## config.mk

```make
export PLATFORM = sky130hd
export DESIGN_NAME = sine_monitor
export DESIGN_NICKNAME = d
export VERILOG_FILES = /design/src/rtl/sine_monitor.sv
export SDC_FILE = /design/constraint.sdc
export NUM_CORES = 1
export LEC_CHECK = 0
export ABC_CLOCK_PERIOD_IN_PS = 2200
export CORE_MARGIN = 1.5
export CORE_UTILIZATION = 35
export DETAILED_ROUTE_END_ITERATION = 8
export HOLD_SLACK_MARGIN = 0.08
export SYNTH_ARGS = -nofsm -noshare
export SYNTH_HDL_FRONTEND = slang
export SYNTH_SLANG_ARGS = --single-unit
export TNS_END_PERCENT = 100
```

## constraint.sdc

```tcl
create_clock -name clk_100 -period 2.2 [get_ports clk_100]
set_input_delay 0.22 -clock clk_100 [delete_from_list [all_inputs] [get_ports clk_100]]
set_output_delay 0.22 -clock clk_100 [all_outputs]
set_load 0.01 [all_outputs]
```

## src/rtl/sine_monitor.sv

```systemverilog
// sine_monitor: measures period (in valid samples) and signed peaks between rising
// hysteresis crossings. Define SINE_MON_TIMEOUT_EN to add the MAX_PERIOD timeout pulse.
module sine_monitor #(
  parameter int unsigned DATA_W     = 32,
  parameter int unsigned HYST       = 1024,
  parameter int unsigned CNT_W      = 24,
  parameter int unsigned MAX_PERIOD = 1000000
) (
  input  logic                     clk_100,
  input  logic                     rst,
  input  logic                     sample_valid,
  input  logic signed [DATA_W-1:0] sample,
  output logic                     meas_valid,
  output logic        [CNT_W-1:0]  period,
  output logic signed [DATA_W-1:0] peak_max,
  output logic signed [DATA_W-1:0] peak_min,
  output logic                     locked,
  output logic                     overflow
`ifdef SINE_MON_TIMEOUT_EN
  ,
  output logic                     timeout
`endif
);

  localparam logic signed [DATA_W-1:0] HystHi = DATA_W'(HYST);
  localparam logic signed [DATA_W-1:0] HystLo = -HystHi;
  localparam logic        [CNT_W-1:0]  CntMax = '1;

  typedef enum logic [2:0] {StSeek, StNeg, StPosFirst, StNegTrk, StPosTrk} state_e;

  state_e                    state_q, state_d;
  logic        [CNT_W-1:0]   cnt_q, cnt_d, cnt_inc;
  logic signed [DATA_W-1:0]  run_max_q, run_max_d, run_min_q, run_min_d;
  logic                      meas_valid_q, meas_valid_d, locked_q, locked_d;
  logic                      overflow_q, overflow_d;
  logic        [CNT_W-1:0]   period_q, period_d;
  logic signed [DATA_W-1:0]  peak_max_q, peak_max_d, peak_min_q, peak_min_d;
  logic                      is_low, is_high, tracking, rise;
`ifdef SINE_MON_TIMEOUT_EN
  logic                      timeout_q, timeout_d;
`endif

  assign is_low   = sample_valid && (sample <= HystLo);
  assign is_high  = sample_valid && (sample >= HystHi);
  assign tracking = (state_q == StPosFirst) || (state_q == StNegTrk) || (state_q == StPosTrk);
  assign rise     = is_high && (state_q == StNegTrk);
  assign cnt_inc  = (cnt_q == CntMax) ? cnt_q : cnt_q + CNT_W'(1);

  always_comb begin
    state_d      = state_q;
    cnt_d        = cnt_q;
    run_max_d    = run_max_q;
    run_min_d    = run_min_q;
    meas_valid_d = 1'b0;
    locked_d     = locked_q;
    overflow_d   = overflow_q;
    period_d     = period_q;
    peak_max_d   = peak_max_q;
    peak_min_d   = peak_min_q;
`ifdef SINE_MON_TIMEOUT_EN
    timeout_d    = 1'b0;
`endif

    unique case (state_q)
      StSeek: if (is_low) state_d = StNeg;
      StNeg: begin
        if (is_high) begin
          state_d   = StPosFirst;
          cnt_d     = CNT_W'(1);
          run_max_d = sample;
          run_min_d = sample;
        end
      end
      StPosFirst, StPosTrk: if (is_low) state_d = StNegTrk;
      StNegTrk: if (is_high) state_d = StPosTrk;
      default: state_d = StSeek;
    endcase

    // The rising-event sample closes the old interval and opens the next one.
    if (tracking && sample_valid) begin
      if (rise) begin
        meas_valid_d = 1'b1;
        locked_d     = 1'b1;
        period_d     = cnt_q;
        overflow_d   = (cnt_q == CntMax);
        peak_max_d   = run_max_q;
        peak_min_d   = run_min_q;
        cnt_d        = CNT_W'(1);
        run_max_d    = sample;
        run_min_d    = sample;
      end else begin
        cnt_d = cnt_inc;
        if (sample > run_max_q) run_max_d = sample;
        if (sample < run_min_q) run_min_d = sample;
      end
    end

`ifdef SINE_MON_TIMEOUT_EN
    if (tracking && (cnt_q == CNT_W'(MAX_PERIOD)) && !rise) begin
      timeout_d = 1'b1;
      locked_d  = 1'b0;
      state_d   = StSeek;
      cnt_d     = '0;
    end
`endif
  end

  always_ff @(posedge clk_100) begin
    if (rst) begin
      state_q      <= StSeek;
      cnt_q        <= '0;
      run_max_q    <= '0;
      run_min_q    <= '0;
      meas_valid_q <= 1'b0;
      locked_q     <= 1'b0;
      overflow_q   <= 1'b0;
      period_q     <= '0;
      peak_max_q   <= '0;
      peak_min_q   <= '0;
`ifdef SINE_MON_TIMEOUT_EN
      timeout_q    <= 1'b0;
`endif
    end else begin
      state_q      <= state_d;
      cnt_q        <= cnt_d;
      run_max_q    <= run_max_d;
      run_min_q    <= run_min_d;
      meas_valid_q <= meas_valid_d;
      locked_q     <= locked_d;
      overflow_q   <= overflow_d;
      period_q     <= period_d;
      peak_max_q   <= peak_max_d;
      peak_min_q   <= peak_min_d;
`ifdef SINE_MON_TIMEOUT_EN
      timeout_q    <= timeout_d;
`endif
    end
  end

  assign meas_valid = meas_valid_q;
  assign locked     = locked_q;
  assign overflow   = overflow_q;
  assign period     = period_q;
  assign peak_max   = peak_max_q;
  assign peak_min   = peak_min_q;
`ifdef SINE_MON_TIMEOUT_EN
  assign timeout    = timeout_q;
`endif

endmodule
```

; ---- After elaboration in Yosys (flattened, before gate mapping)
; Index checks and enable logic that the tools add are counted.
[totals]
regBits = 182
in_bits = 35
out_inout_bits = 91
wordCells = 61
[op_classes]
addsub = 1
magnitude_cmp = 4
n_eq_ne = 10
muxes = 21
n_bitwise = 1
n_reduce_logical = 14
[ops]
columns = operator, n
row1 = 32-bit two-way mux, 10
row2 = 24-bit two-way mux, 5
row3 = "32-bit by 12-bit >= comparator with 1-bit output, second input constant", 1
row4 = 32-bit > comparator, 1
row5 = "32-bit by 11-bit <= comparator with 1-bit output, second input constant", 1
row6 = 32-bit less-than comparator, 1
row7 = "24-bit by 1-bit adder with 24-bit output, second input constant", 1
row8 = "24-bit == test, second input constant", 1
row9 = 3-bit two-way mux, 4
row10 = 3-bit case mux with 4 select lines, 1
row11 = "2-bit != test, second input constant", 4
row12 = "3-bit by 2-bit == test with 1-bit output, second input constant", 2
row13 = 1-bit logical AND, 4
row14 = 4-bit AND reduction, 1
row15 = 2-bit nonzero test, 2
row16 = 2-bit OR reduction, 2
row17 = "3-bit by 1-bit == test with 1-bit output, second input constant", 1
row18 = "3-bit == test, second input constant", 1
row19 = 3-bit zero test, 1
row20 = "3-bit != test, second input constant", 1
row21 = 3-bit AND reduction, 1
row22 = 1-bit logical OR, 2
row23 = 2-bit AND reduction, 1
row24 = 1-bit two-way mux, 1
row25 = 1-bit NOT, 1

; ---- Longest topological paths before layout
[logic_depth]
depth_word = 7
ltp_mapped = 10
depth_no_buf = 9

; ---- Worst setup path before layout
; OpenSTA, ideal clock, no wires.
[synth_timing]
path_kind = register -> register
from = reg run_min_q[30]
to = reg run_min_q[10]
setup_ns = 0.072
arrival_ns = 2.134
setup_slack_ns = -0.006
stages_incl_launch_ff = 11
n_path_buf = 1
path_cell_list = dfxtp_1 -> inv_1 -> ha_1 -> a21oi_1 -> nand2_1 -> a221oi_1 -> nand3_1 -> nor3b_1 -> a211oi_2 -> buf_6 -> mux2i_1
[synth_via]
elab_chain_len = 4
[synth_lines]
columns = element, line_no
row1 = "start, declared", 33  ; logic signed [DATA_W-1:0] run_max_q, run_max_d, run_min_q, run_min_d;
row2 = "start signal, assigned", 127  ; run_min_q <= run_min_d;
row3 = 32-bit less-than comparator, 94  ; if (sample < run_min_q) run_min_d = sample;
row4 = 32-bit two-way mux, 94
row5 = 32-bit two-way mux, 81  ; if (rise) begin
row6 = 32-bit two-way mux, 80  ; if (tracking && sample_valid) begin
; No other way between the ends.
; A chain may end at the register's enable or synchronous reset.

; ---- Worst setup path after layout
[layout_timing]
from = reg run_max_q[18]
to = reg run_max_q[20]
[layout_via]
elab_chain_len = 4
[layout_lines]
columns = element, line_no
row1 = "start, declared", 33
row2 = "start signal, assigned", 126  ; run_max_q <= run_max_d;
row3 = 32-bit > comparator, 93  ; if (sample > run_max_q) run_max_d = sample;
row4 = 32-bit two-way mux, 93
row5 = 32-bit two-way mux, 81
row6 = 32-bit two-way mux, 80
; No other way between the ends.

==> reports/results.tsv <==
stage	metric	value	unit
synthesis	Yosys cell types	58	
global_route	largest net degree at the start of global routing	109	
clock_tree	cts hold-fix bufs	0	
synthesis	ys async rst share	0	%
pwr	Max IR drop VDD	0.418	mV
min_path	worst hold path type	primary input to register	
route	Via Count	8136	
global_route	vias in the first global route	8041	
clock_tree	clock slew at reported path FFs	0.07	ns
synthesis	Area contributors post-synth	dfxtp_1, nand2_1, ha_1	
synthesis	number of flops mapped to enable cells by yosys	0	
sta	final setup fails	63	
floorplan	die height	160	um
finish	Util after Layout	52.4	%
global_route	GRT Residual Overflow	0	
route	starting DRC count in detailed routing	412	
sta	Worst Max-Slew Pin Slew	0.542	ns
place	HPWL Detailed	17.0	mm
floorplan	placement row count	57	
synthesis	main combinational cell family by area after synthesis	simple AND/OR/NAND/NOR gates	
route	DRT Pass-1 Iters	5	
route	Post-Route WL	25.2	mm
route	DRC violations left	0	
global_route	antenna violations before repair	1	
sta	RSZ-0062 raised after global routing	yes	
synthesis	area leader, netlist	dfxtp_1	
status	violated checks	setup timing	
sta	worst setup slack after layout	-0.448	ns
clock_tree	Root Buffer	clkbuf_16	
sta	fin crit share	120	%
floorplan	core area	24200	sq um
clock_tree	CTS Buf Count	17	
sta	Pins Over Slew Limit	0	
synthesis	Post-Syn Nets	1159	
finish	layout cells sized above 1	22.6	%
floorplan	Ports	126	
synthesis	FF+latch count, synth	182	
route	Vias/cell	4.90	
synthesis	Seq/Total Area, Yosys	42.1	%
finish	Filler Cells Inserted	2264	
clock_tree	Max Buffers Root-to-Sink	2	
status	status	finished, violations left	
synthesis	Synth Area in Compound Gates	12.5	%
place	Final GP Congestion	0.836	
critical_path	CP startpoint kind	register	
global_route	total track usage	19.7	%
sta	final setup TNS	-19.62	ns
global_route	first-pass GRT wire length	40.7	mm
floorplan	initial cell density of the core	35.7	%
synthesis	Ys Warns	0	
sta	minimum clock period	2.65	ns
job	maxcap violations	0	
critical_path	top fanout value on the critical path	7	
route	post-route ant nets	0	
synthesis	simple-gate share of the synthesized area	21.7	%
clock_tree	CTS tree	built	
synthesis	Synth Area in Adders	9.26	%
synthesis	mux contribution to synthesized area	7.41	%
critical_path	critical path capture point type	register	
pwr	Leak	4.93	nW
synthesis	Top FF cell, synth	dfxtp_1	
place	number of buffers added on ports	125	
finish	synthesis-to-finish area growth	46.9	%
critical_path	CP Data Required Time	2.56	ns
synthesis	area share of xor/xnor cells in the synthesized design	1.11	%
synthesis	most common library cells after synthesis	nand2_1, dfxtp_1, a21oi_1	
floorplan	die area	25700	sq um
critical_path	critical path type	register to register	
clock_tree	H-tree Lvls	4	
finish	Net count, final	1421	
sta	Relative slew margins	63.8	%
synthesis	area fraction of the dominant cell type after synthesis	42.1	%
pwr	Power Dens Cells	576	nW/um^2
sta	maximum clock rate	0.378	GHz
clock_tree	worst skew pair latency	0.44	ns
place	Inst Count DP	1604	
pwr	Tot Pwr	7.32	mW
clock_tree	CTS sink cnt	182	
sta	final hold vios	0	
synthesis	Syn Area/Cell	8.16	sq um
route	WL/cell	15.2	um
finish	fin cells	1659	
synthesis	cell area after synthesis	8650	sq um
synthesis	most frequent cell after synthesis	nand2_1	
critical_path	CP Data Arrival Time	3.01	ns
synthesis	Post-Synthesis Cells	1060	
finish	# diodes	0	
sta	Clock Skews	0.0109	ns
floorplan	Die W	160	um
[through the flow]
stage	setup slack, ns	instance area, sq um	hold WS [ns]
4_1_cts	-0.302	12500	0.272
3_3_place_gp	-0.813	11300	0.442
5_1_grt	-0.543	12700	0.246
3_5_place_dp	-0.819	11300	0.446
6_report	-0.448	12700	0.189
2_1_floorplan	0.00903	8650	0.382
[area by class of cell]
type	instances	area, sq um	share of cell area (%)
multi-input cells	760	5020	39.5
flip-flops and latches	182	3670	28.9
repair buffers	295	2790	22.0
clock buffers	19	453	3.57
well taps	324	405	3.19
inverters	66	248	1.95
clock inverters	13	120	0.945
[worst max-delay path, stage by stage (launching register included)]
cell and delay (ns):
dfxtp_2 0.34, inv_2 0.05, ha_4 0.25, nand4_1 0.18, nor4_4 0.35, buf_4 0.17
nor4b_4 0.24, o22ai_2 0.15, nor4b_4 0.17, o21ai_4 0.18, buf_6 0.15, buf_16 0.13
mux2i_2 0.20
[layer usage]
layer | vias to the layer above | part of all wire [%] | global-route usage [%] | wire, um
li1 | 4117 | - | - | -
met1 | 3793 | 47 | 25.7 | 11700
met2 | 176 | 47 | 32.4 | 11900
met3 | 48 | 4.1 | 3.64 | 1040
met4 | 2 | 2.2 | 7.05 | 562
met5 | - | 0.067 | 0 | 17
[cell families after synthesis]
group | after synthesis
compound gates | 186
simple gates | 434
xor+xnor | 11
flops | 182
fa+ha+maj | 64
buf+inv | 119
mux | 64
[registers in the layout, indices dropped and copies added, names as in the netlist]
register / count
period: 24
peak_max: 32
meas_valid: 1
run_max_q: 32
locked: 1
peak_min: 32
overflow: 1
run_min_q: 32
cnt_q: 24
state_q: 3
[placed cells by master (no fill, tap or decap), drive strengths merged, types with 10 or more instances in the layout]
cell           instances
nor2                  43
nand2                307
nand3                 11
o21ai                 23
inv                   70
a21oi                124
ha                    64
buf                  171
nor4                  10
mux2i                 64
dfxtp                182
clkdlybuf4s50        106
nand4                 24
clkbuf                19
dlymetal6s2s          12
[path summary, 6_finish.rpt]
path / start / end / slack, ns / depth (start not counted)
min reg2reg: peak_min[10] / peak_min[10] / 0.45 / 2
max: run_max_q[18] / run_max_q[20] / -0.45 / 12
max reg2reg: run_max_q[18] / run_max_q[20] / -0.45 / 12
min: sample[28] / run_min_q[28] / 0.19 / 3
[power by group]
part | leakage, nW | internal, mW | switching [mW] | total (mW)
combinational | 3.18 | 0.454 | 0.487 | 0.941
sequential | 1.48 | 3.34 | 0.0276 | 3.37
clock | 0.277 | 1.63 | 1.38 | 3.01
total | 4.93 | 5.43 | 1.90 | 7.32
[timing repair]
| item | in CTS | in global routing |
|---|---|---|
| endpoints found under the setup margin | 176 | 177 |
| pin swaps | 18 | 19 |
| gates resized for setup | 94 | 43 |
| gates cloned | 6 | 0 |
| setup buffers | 13 | 8 |
Power figures use the tool's default switching activity.
